File: config.mk
export PLATFORM = sky130hd
export DESIGN_NAME = bram_rd_stream
export DESIGN_NICKNAME = d
export VERILOG_FILES = /design/src/rtl/bram_rd_pkg.sv /design/src/rtl/bram_rd_fifo.sv /design/src/rtl/bram_rd_stream.sv
export SDC_FILE = /design/constraint.sdc
export NUM_CORES = 1
export LEC_CHECK = 0
export ABC_AREA = 0
export CORE_UTILIZATION = 45
export DETAILED_ROUTE_END_ITERATION = 10
export GPL_ROUTABILITY_DRIVEN = 1
export PLACE_DENSITY = 0.7
export SLEW_MARGIN = 10
export SYNTH_ARGS = -nofsm -noshare
export SYNTH_HDL_FRONTEND = slang
export SYNTH_SLANG_ARGS = --single-unit
File: constraint.sdc
create_clock -name clk -period 4.9 [get_ports clk]
set_clock_uncertainty 0.1 [all_clocks]
set_input_delay 0.98 -clock clk [delete_from_list [all_inputs] [get_ports clk]]
set_output_delay 0.98 -clock clk [all_outputs]
set_load 0.005 [all_outputs]
File: src/rtl/bram_rd_pkg.sv
// Shared types and constants for the BRAM read-stream front end.
// Optional feature macro used by this slice: BRAM_RD_STRIDE_EN
// (adds a per-burst word stride input to bram_rd_stream).
package bram_rd_pkg;

    // Burst controller states
    typedef enum logic [1:0] {
        IDLE  = 2'd0,
        RUN   = 2'd1,
        DRAIN = 2'd2,
        DONE  = 2'd3
    } state_t;

    localparam int WORD_BYTES = 4;
    localparam int WORD_SHIFT = 2;

endpackage

File: src/rtl/bram_rd_fifo.sv
// Small synchronous FIFO that buffers BRAM read words (plus their last flag)
// in front of the output stream. DEPTH must be a power of two, >= 2.
// Push while full and pop while empty are ignored.
module bram_rd_fifo
    import bram_rd_pkg::*;
#(
    parameter  int WIDTH = 33,
    parameter  int DEPTH = 4,
    localparam int PTR_W = $clog2(DEPTH)
) (
    input  logic             clk,
    input  logic             rst,
    input  logic             i_push,
    input  logic [WIDTH-1:0] i_din,
    input  logic             i_pop,
    output logic [WIDTH-1:0] o_dout,
    output logic             o_empty,
    output logic [PTR_W:0]   o_count
);

    localparam logic [PTR_W:0]   FULL_CNT = (PTR_W + 1)'(DEPTH);
    localparam logic [PTR_W:0]   CNT_ONE  = (PTR_W + 1)'(1);
    localparam logic [PTR_W-1:0] PTR_ONE  = PTR_W'(1);

    logic [WIDTH-1:0] r_mem [DEPTH];
    logic [PTR_W-1:0] r_wr_ptr;
    logic [PTR_W-1:0] r_rd_ptr;
    logic [PTR_W:0]   r_count;
    logic             w_do_push;
    logic             w_do_pop;

    // A simultaneous pop frees a slot, so a push is still legal when full
    assign w_do_pop  = i_pop && (r_count != {(PTR_W + 1){1'b0}});
    assign w_do_push = i_push && ((r_count != FULL_CNT) || w_do_pop);

    // Storage array and write pointer
    always_ff @(posedge clk or negedge rst) begin
        if (!rst) begin
            for (int i = 0; i < DEPTH; i++) begin
                r_mem[i] <= {WIDTH{1'b0}};
            end
            r_wr_ptr <= {PTR_W{1'b0}};
        end else if (w_do_push) begin
            r_mem[r_wr_ptr] <= i_din;
            r_wr_ptr        <= r_wr_ptr + PTR_ONE;
        end else begin
            r_wr_ptr <= r_wr_ptr;
        end
    end

    // Read pointer and occupancy count
    always_ff @(posedge clk or negedge rst) begin
        if (!rst) begin
            r_rd_ptr <= {PTR_W{1'b0}};
            r_count  <= {(PTR_W + 1){1'b0}};
        end else begin
            if (w_do_pop) begin
                r_rd_ptr <= r_rd_ptr + PTR_ONE;
            end else begin
                r_rd_ptr <= r_rd_ptr;
            end
            case ({w_do_push, w_do_pop})
                2'b10:   r_count <= r_count + CNT_ONE;
                2'b01:   r_count <= r_count - CNT_ONE;
                default: r_count <= r_count;
            endcase
        end
    end

    assign o_dout  = r_mem[r_rd_ptr];
    assign o_empty = (r_count == {(PTR_W + 1){1'b0}});
    assign o_count = r_count;

endmodule

File: src/rtl/bram_rd_stream.sv
// Read-side front end for the feature-map BRAM: on start it issues a burst of
// word reads (byte addressed, 1-cycle read latency) and returns the words as a
// valid/ready stream through a small FIFO. Reads are only issued when the FIFO
// has room for them plus any read still in flight, so nothing is ever dropped.
// Optional feature macro: BRAM_RD_STRIDE_EN adds a 'stride' input (in words).
module bram_rd_stream
    import bram_rd_pkg::*;
#(
    parameter int ADDR_W     = 32,
    parameter int DATA_W     = 32,
    parameter int LEN_W      = 16,
    parameter int FIFO_DEPTH = 4
) (
    input  logic              clk,
    input  logic              rst,
    input  logic              start,
    input  logic [ADDR_W-1:0] base_addr,
    input  logic [LEN_W-1:0]  len,
    output logic              busy,
    output logic              done,
    output logic [ADDR_W-1:0] bram_addr,
    output logic              bram_en,
    output logic [3:0]        bram_wen,
    output logic [DATA_W-1:0] bram_din,
    input  logic [DATA_W-1:0] bram_dout,
    output logic [DATA_W-1:0] m_data,
    output logic              m_valid,
    output logic              m_last,
    input  logic              m_ready
`ifdef BRAM_RD_STRIDE_EN
    ,
    input  logic [LEN_W-1:0]  stride
`endif
);

    localparam int              CNT_W     = $clog2(FIFO_DEPTH) + 1;
    localparam logic [CNT_W-1:0] DEPTH_CNT = CNT_W'(FIFO_DEPTH);
    localparam logic [LEN_W:0]  SCHED_ONE = (LEN_W + 1)'(1);

    state_t              r_state;
    state_t              w_state_nxt;
    logic [LEN_W:0]      r_len;
    logic [LEN_W:0]      r_sched;
    logic [LEN_W:0]      w_len_eff;
    logic [LEN_W:0]      w_sched_base;
    logic [ADDR_W-1:0]   r_bram_addr;
    logic [ADDR_W-1:0]   r_stride_bytes;
    logic [ADDR_W-1:0]   w_stride_bytes_in;
    logic [ADDR_W-1:0]   w_base_aligned;
    logic [ADDR_W-1:0]   w_addr_nxt;
    logic [LEN_W-1:0]    w_stride_words;
    logic                r_bram_en;
    logic                r_rd_vld;
    logic                r_rd_last;
    logic                r_busy;
    logic                r_done;
    logic                w_en_nxt;
    logic                w_last_issue;
    logic                w_pop;
    logic                w_fire_last;
    logic                w_fifo_empty;
    logic [CNT_W-1:0]    w_fifo_cnt;
    logic [CNT_W-1:0]    w_cnt_nxt;
    logic [CNT_W-1:0]    w_credit;
    logic [DATA_W:0]     w_fifo_dout;

`ifdef BRAM_RD_STRIDE_EN
    assign w_stride_words = stride;
`else
    assign w_stride_words = LEN_W'(1);
`endif

    assign w_stride_bytes_in = ADDR_W'(w_stride_words) << WORD_SHIFT;
    assign w_base_aligned    = base_addr & ~(ADDR_W'(WORD_BYTES - 1));

    // r_sched counts reads issued so far including the one on the port now
    assign w_last_issue = r_bram_en && (r_sched == r_len);
    assign w_pop        = !w_fifo_empty && m_ready;
    assign w_fire_last  = w_pop && w_fifo_dout[DATA_W];

    // Next-state logic for the burst controller
    always_comb begin
        w_state_nxt = r_state;
        case (r_state)
            IDLE: begin
                if (start) begin
                    if (len != {LEN_W{1'b0}}) begin
                        w_state_nxt = RUN;
                    end else begin
                        w_state_nxt = DONE;
                    end
                end else begin
                    w_state_nxt = IDLE;
                end
            end
            RUN: begin
                if (w_last_issue) begin
                    w_state_nxt = DRAIN;
                end else begin
                    w_state_nxt = RUN;
                end
            end
            DRAIN: begin
                if (w_fire_last) begin
                    w_state_nxt = DONE;
                end else begin
                    w_state_nxt = DRAIN;
                end
            end
            DONE:    w_state_nxt = IDLE;
            default: w_state_nxt = IDLE;
        endcase
    end

    // Decide next cycle's read: the FIFO occupancy it will see plus the read
    // currently on the port (in flight then) must leave room for one more
    always_comb begin
        w_len_eff    = r_len;
        w_sched_base = r_sched;
        w_addr_nxt   = r_bram_addr + r_stride_bytes;
        if (r_state == IDLE) begin
            w_len_eff    = {1'b0, len};
            w_sched_base = {(LEN_W + 1){1'b0}};
            w_addr_nxt   = w_base_aligned;
        end else begin
            w_len_eff    = r_len;
            w_sched_base = r_sched;
            w_addr_nxt   = r_bram_addr + r_stride_bytes;
        end
        w_cnt_nxt = w_fifo_cnt + {{(CNT_W - 1){1'b0}}, r_rd_vld}
                               - {{(CNT_W - 1){1'b0}}, w_pop};
        w_credit  = w_cnt_nxt + {{(CNT_W - 1){1'b0}}, r_bram_en};
        w_en_nxt  = (w_state_nxt == RUN) && (w_sched_base < w_len_eff)
                    && (w_credit < DEPTH_CNT);
    end

    // State register and burst parameters sampled with an accepted start
    always_ff @(posedge clk or negedge rst) begin
        if (!rst) begin
            r_state        <= IDLE;
            r_len          <= {(LEN_W + 1){1'b0}};
            r_stride_bytes <= {ADDR_W{1'b0}};
        end else begin
            r_state <= w_state_nxt;
            if ((r_state == IDLE) && start) begin
                r_len          <= {1'b0, len};
                r_stride_bytes <= w_stride_bytes_in;
            end else begin
                r_len          <= r_len;
                r_stride_bytes <= r_stride_bytes;
            end
        end
    end

    // BRAM port: registered enable/address and the issue counter
    always_ff @(posedge clk or negedge rst) begin
        if (!rst) begin
            r_bram_en   <= 1'b0;
            r_bram_addr <= {ADDR_W{1'b0}};
            r_sched     <= {(LEN_W + 1){1'b0}};
        end else begin
            r_bram_en <= w_en_nxt;
            if (w_en_nxt) begin
                r_bram_addr <= w_addr_nxt;
                r_sched     <= w_sched_base + SCHED_ONE;
            end else begin
                r_bram_addr <= r_bram_addr;
                r_sched     <= r_sched;
            end
        end
    end

    // Track the read in flight so its data is captured exactly one cycle later
    always_ff @(posedge clk or negedge rst) begin
        if (!rst) begin
            r_rd_vld  <= 1'b0;
            r_rd_last <= 1'b0;
        end else begin
            r_rd_vld  <= r_bram_en;
            r_rd_last <= w_last_issue;
        end
    end

    // Status outputs registered from the next state
    always_ff @(posedge clk or negedge rst) begin
        if (!rst) begin
            r_busy <= 1'b0;
            r_done <= 1'b0;
        end else begin
            r_busy <= (w_state_nxt != IDLE);
            r_done <= (w_state_nxt == DONE);
        end
    end

    bram_rd_fifo #(
        .WIDTH (DATA_W + 1),
        .DEPTH (FIFO_DEPTH)
    ) u_fifo (
        .clk     (clk),
        .rst     (rst),
        .i_push  (r_rd_vld),
        .i_din   ({r_rd_last, bram_dout}),
        .i_pop   (w_pop),
        .o_dout  (w_fifo_dout),
        .o_empty (w_fifo_empty),
        .o_count (w_fifo_cnt)
    );

    assign busy      = r_busy;
    assign done      = r_done;
    assign bram_en   = r_bram_en;
    assign bram_addr = r_bram_addr;
    assign bram_wen  = 4'b0000;
    assign bram_din  = {DATA_W{1'b0}};
    assign m_valid   = !w_fifo_empty;
    assign m_data    = w_fifo_dout[DATA_W-1:0];
    assign m_last    = !w_fifo_empty && w_fifo_dout[DATA_W];

endmodule

==> results of run 1 <==
[worst max-delay path: stages, from the launching register on]
cell      delay (ns)
dfrtp_1         0.58
or2_2           0.33
buf_4           0.36
and2_1          0.22
ha_1            0.22
nor4bb_1        0.07
or4_1           0.48
a311o_1         0.43
o211a_4         0.28
nand2_4         0.16
inv_2           0.17
buf_4           0.22
a21oi_1         0.15
[sequential cells by signal, summed over array words and instances (netlist names)]
signal / cells
r_state: 2
u_fifo.r_wr_ptr: 2
bram_addr: 30
r_sched: 17
u_fifo.o_count: 3
r_rd_last: 1
bram_en: 1
done: 1
u_fifo.r_rd_ptr: 2
r_len: 16
r_rd_vld: 1
r_stride_bytes: 1
busy: 1
u_fifo.r_mem: 132
[layer usage]
metal  up-vias  track usage (%)  share of wire [%]
met3        40             2.64                4.0
met2       205             35.1                 50
met1      4020             28.2                 44
li1       3644                -                  -
met4         0             5.07                2.2
met5         -                0                  0
[final cells by class]
cell class,instances,area [um^2]
Tap cell,324,405
Inverter,17,63.8
Fill cell,2099,10700
Multi-Input combinational cell,646,5370
Sequential cell,210,5260
Timing Repair Buffer,168,1650
Clock inverter,7,73.8
Clock buffer,34,688
[stage by stage]
step / area [um^2] / setup slack (ns) / power, mW / util, %
2_1_floorplan: 11200 / 1.30 / 2.15 / -
3_3_place_gp: 12700 / 0.652 / 2.33 / 52.6
3_5_place_dp: 12700 / 0.612 / 2.34 / 52.6
4_1_cts: 13500 / 1.06 / 4.10 / 55.7
5_1_grt: 13500 / 0.861 / 4.20 / 55.7
6_report: 13500 / 1.06 / 4.03 / 55.7
[cell families (layout without fill, tap and decap cells)]
logic type	count (synthesis)	in the layout	synth area share [%]
simple gates	192	192	8.97
xor+xnor	24	24	1.90
flops	210	210	47.4
fa+ha+maj	26	26	3.00
mux	199	199	23.4
other cells	1	38	0.0339
compound gates	167	167	9.85
buf+inv	111	226	5.38
[where the power goes]
group	leakage, nW	total, mW	internal [mW]	switching [mW]
combinational	2.93	0.469	0.235	0.234
sequential	2.90	1.83	1.76	0.0713
clock	0.374	1.73	1.03	0.706
[worst max-delay path by stage]
stage	from	to	slack, ns	cells past startpoint
after floorplan	r_state[0]	r_sched[10]	1.30	13
after global placement	m_ready	bram_addr[2]	0.65	13
after detailed placement	m_ready	bram_addr[2]	0.61	13
after CTS	u_fifo.r_rd_ptr[1]	m_data[0]	1.06	3
after global routing	r_state[0]	bram_addr[6]	0.86	12
final	r_state[0]	bram_addr[21]	1.06	12
[layout by cell type, fill, tap and decap left out, types with 5 or more instances in the layout]
cell and n:
ha_1 25, clkbuf_8 6, mux2i_1 17, mux2_2 148, clkdlybuf4s50_1 147, a31oi_1 27
inv_1 15, buf_4 19, mux4_2 33, and3_1 8, conb_1 38, clkbuf_1 5
o31ai_1 34, o21ai_0 28, nor4_1 11, a21oi_1 35, xnor2_1 13, clkbuf_16 24
dfrtp_1 209, nor2b_1 5, xor2_1 11, nor3_1 6, nand4_1 10, nand3_1 29
and2_1 17, nand2_1 51, nor2_1 30, o22ai_1 8
==> flow_metrics.env, run 1 <==
export IMPL_hold_start="r_stride_bytes[2]"
export IMPL_cts_buffers=24
export IMPL_grt_first_pass_wirelength_um=42600
export IMPL_design_core_area_um2=24200
export IMPL_die_h_um=159
export IMPL_syn_area_um2=11100
export IMPL_synth_seq_cells=210
export IMPL_relSlewSlack_pct=36.1
export IMPL_die_x_um=159
export IMPL_routabilityCongestion=0.857
export IMPL_drtPass1Iterations=5
export IMPL_fin_crit_sh_pct=78.4
export IMPL_leakage_nw=6.21
export IMPL_vias=7909
export IMPL_ys_seq_area_share_pct=47.4
export IMPL_max_cap_violations=0
export IMPL_yosys_cell_types_count=67
export IMPL_avgRoutedWirePerCell_um=18.3
export IMPL_hold_buffers=0
export IMPL_start_kind="flip-flop"
export IMPL_antenna_cells=0
export IMPL_power_density_nw_per_um2=298
export IMPL_hold_path_class="flip-flop to flip-flop"
export IMPL_placedCellCount=1365
export IMPL_drc=0
export IMPL_hpwl_um=17100
export IMPL_grt_overflow=0
export IMPL_clk_latency_ns=0.52
export IMPL_hold_end="r_stride_bytes[2]"
export IMPL_htree_levels=1
export IMPL_yosysWarningCount=0
export IMPL_synth_edf_count=0
export IMPL_status="completed"
export IMPL_path_class="flip-flop to flip-flop"
export IMPL_avgViaCountPerCell=5.63
export IMPL_portBuffers=148
export IMPL_cts_tree="built"
export IMPL_synth_common_cells="dfrtp_1, mux2_2, nand2_1"
export IMPL_fin_crit_ns=3.84
export IMPL_finalSetupTns_ns=0
export IMPL_cts_buffer_depth=3
export IMPL_ys_async_sr_fraction_pct=100
export IMPL_drt_iter0_drc=459
export IMPL_synth_top_cells_by_area="dfrtp_1, mux2_2, mux4_2"
export IMPL_grt_setup_unrepaired="no"
export IMPL_yosysMostFrequentCell="dfrtp_1"
export IMPL_cts_setup_buffers=0
export IMPL_netlist_area_leader_share_pct=47.4
export IMPL_slew_violations=0
export IMPL_whs_ns=0.385
export IMPL_max_freq_mhz=260
export IMPL_required_ns=5.24
export IMPL_clockRootBuffer="clkbuf_16"
export IMPL_drtAntennaViolNets=0
export IMPL_reg2reg_from="r_state[0]"
export IMPL_start_util_pct=45.7
export IMPL_netlist_instances=930
export IMPL_grt_pass1_vias=7973
export IMPL_irDropWorstVdd_mv=0.202
export IMPL_io_pins=189
export IMPL_synth_largest_area_cell="dfrtp_1"
export IMPL_ys_flop_type="dfrtp_1"
export IMPL_rows=57
export IMPL_rr_worst_depth=12
export IMPL_r2r_setup_slack_ns=1.06
export IMPL_cp_arrival_ns=4.18
export IMPL_clock_sinks=210
export IMPL_dieArea_um2=25200
export IMPL_setup_viol=0
export IMPL_path_max_fanout=36
export IMPL_clk_pin_slew_worst_paths_ns=0.06
export IMPL_crit_path_end_kind="flip-flop"
export IMPL_stdcell_count=1406
export IMPL_grt_use_total_pct=20.7
export IMPL_drive_gt1_share_pct=23.3
export IMPL_avgSynthCellArea_um2=11.9
export IMPL_hold_depth=1
export IMPL_areaGrowthSynthToFinish_pct=21.9
export IMPL_hold_violations=0
export IMPL_drt_total_wl_um=25800
export IMPL_cts_resized=0
export IMPL_grt_max_degree=122
export IMPL_antenna_found_initial=0
export IMPL_final_nets=1177
export IMPL_tightest_slew_ns=0.959
export IMPL_worst_r2r_endpoint="bram_addr[21]"
(Power assumes the default switching activity.)
==> run 2, diff against run 1 <==
--- a/config.mk
+++ b/config.mk
@@ -9,7 +9,7 @@
 export CORE_UTILIZATION = 45
 export DETAILED_ROUTE_END_ITERATION = 10
 export GPL_ROUTABILITY_DRIVEN = 1
-export PLACE_DENSITY = 0.7
+export PLACE_DENSITY = 0.72
 export SLEW_MARGIN = 10
 export SYNTH_ARGS = -nofsm -noshare
 export SYNTH_HDL_FRONTEND = slang
==> constraint.sdc (replaced) <==
create_clock -name clk -period 3.5 [get_ports clk]
set_clock_uncertainty 0.1 [all_clocks]
set_input_delay 0.7 -clock clk [delete_from_list [all_inputs] [get_ports clk]]
set_output_delay 0.7 -clock clk [all_outputs]
set_load 0.005 [all_outputs]
==> flow_metrics.env, run 2 (synthesis gave the netlist of run 1 again) <==
export IMPL_irDropWorstVdd_mv=0.313
export IMPL_max_freq_mhz=304
export IMPL_grt_use_total_pct=20.7
export IMPL_crit_path_frequent_cell="buf_4"
export IMPL_hold_buffers=0
export IMPL_path_cells="buf_4 > o21ai_0 > inv_1 > ha_1 > or2_2 > a221oi_2 > a311o_1 > o211a_4 > nand3_1 > buf_4 > o41ai_1"
export IMPL_largest_reg_flops=132
export IMPL_path_max_fanout=13
export IMPL_clockRootBuffer="clkbuf_16"
export IMPL_hold_path_class="primary input to asynchronous set/reset pin"
export IMPL_cts_buffers=25
export IMPL_vias=8002
export IMPL_drtAntennaViolNets=0
export IMPL_drt_total_wl_um=26000
export IMPL_fin_crit_sh_pct=93.9
export IMPL_fin_crit_ns=3.29
export IMPL_avgViaCountPerCell=5.60
export IMPL_die_x_um=159
export IMPL_fin_util_pct=56.7
export IMPL_antenna_cells=0
export IMPL_final_cell_mix="dfrtp_1, mux2_2, clkdlybuf4s50_1"
export IMPL_fin_ws_ns=0.213
export IMPL_clock_sinks=210
export IMPL_whs_ns=0.143
export IMPL_crit_path_end_kind="flip-flop"
export IMPL_die_h_um=159
export IMPL_grt_max_degree=91
export IMPL_clk_pin_slew_worst_paths_ns=0.06
export IMPL_htree_levels=1
export IMPL_portBuffers=148
export IMPL_largest_register="u_fifo.r_mem"
export IMPL_drc=0
export IMPL_rows=57
export IMPL_setup_viol=0
export IMPL_cts_tree="built"
export IMPL_avgRoutedWirePerCell_um=18.2
export IMPL_status="completed"
export IMPL_antenna_found_initial=0
export IMPL_relSlewSlack_pct=46.7
export IMPL_path_class="flip-flop to flip-flop"
export IMPL_leakage_nw=6.34
export IMPL_grt_setup_unrepaired="no"
export IMPL_final_nets=1197
export IMPL_required_ns=3.82
export IMPL_cp_arrival_ns=3.61
export IMPL_grt_first_pass_wirelength_um=42700
export IMPL_grt_overflow=0
export IMPL_grt_pass1_vias=8055
export IMPL_routabilityCongestion=0.916
export IMPL_max_cap_violations=0
export IMPL_power_density_nw_per_um2=413
export IMPL_cpMaxStageDelayCell="dfrtp_1"
export IMPL_n_fill_cell=2076
export IMPL_hpwl_um=17800
export IMPL_io_pins=189
export IMPL_drtPass1Iterations=4
export IMPL_dieArea_um2=25200
export IMPL_drt_iter0_drc=454
export IMPL_mostFrequentLayoutCell="dfrtp_1"
export IMPL_dp_slack_ns=-0.0519
export IMPL_drive_gt1_share_pct=24.5
export IMPL_start_kind="flip-flop"
export IMPL_tightest_slew_ns=0.799
export IMPL_start_util_pct=45.7
export IMPL_slowest_delay_ns=0.46
export IMPL_clk_latency_ns=0.53
export IMPL_hold_violations=0
export IMPL_design_core_area_um2=24200
export IMPL_slew_violations=0
export IMPL_cts_buffer_depth=3
export IMPL_areaGrowthSynthToFinish_pct=24.1
[run 2: final timing paths]
path                                     endpoint               from  cells after the start  slack (ns)
worst min register to register  r_stride_bytes[2]  r_stride_bytes[2]                      1        0.39
min in group clk                r_stride_bytes[2]  r_stride_bytes[2]                      1        0.39
worst max register to register        r_sched[12]         r_state[0]                     11        0.21
worst max-delay path                  r_sched[12]         r_state[0]                     11        0.21
worst min-delay path            u_fifo.r_mem[107]                rst                      1        0.14
max in group asynchronous        u_fifo.r_mem[31]                rst                      2        2.38
[run 2: cell type report]
| type | count | area, um^2 | share of cell area, % |
|---|---|---|---|
| Tap cell | 324 | 405 | 2.95 |
| Timing Repair Buffer | 187 | 1880 | 13.7 |
| Inverter | 17 | 63.8 | 0.464 |
| Clock inverter | 5 | 42.5 | 0.310 |
| Multi-Input combinational cell | 646 | 5380 | 39.1 |
| Sequential cell | 210 | 5260 | 38.2 |
| Clock buffer | 39 | 718 | 5.23 |
[run 2: repair_timing]
item / in CTS / in global routing
setup endpoints to repair: 0 / 8
gates resized for setup: 0 / 2
buffers inserted: 0 / 6
[run 2: worst max-delay path: cells and delay by family (launching register included)]
kind / cells / cell delay [ns]
AO/OA/AOI/OAI: 5 / 1.39
adder cells (fa/ha/maj): 1 / 0.26
buffers and inverters: 3 / 0.59
flip-flops: 1 / 0.46
AND/OR/NAND/NOR: 2 / 0.38
[run 2: through the flow]
stage / instances / total power, mW / setup TNS, ns / cell area (um^2)
2_1_floorplan: 967 / 3.01 / 0 / 11200
3_3_place_gp: 1378 / 3.32 / 0 / 12900
3_5_place_dp: 1378 / 3.34 / -0.0604 / 12900
4_1_cts: 1422 / 5.76 / 0 / 13700
5_1_grt: 1428 / 5.93 / 0 / 13700
6_report: 1428 / 5.67 / 0 / 13700
[run 2: per-layer routing]
layer	global-route usage, %	part of all wire, %
met5	0	0
met4	5.07	1.9
met3	3.27	4.9
met2	34.7	49
met1	28.1	44
[run 2: power by group]
part	total, mW	switching (mW)	leakage, nW	internal (mW)
Combinational	0.718	0.342	3.07	0.376
Sequential	2.56	0.0937	2.90	2.46
Clock	2.40	0.988	0.370	1.41
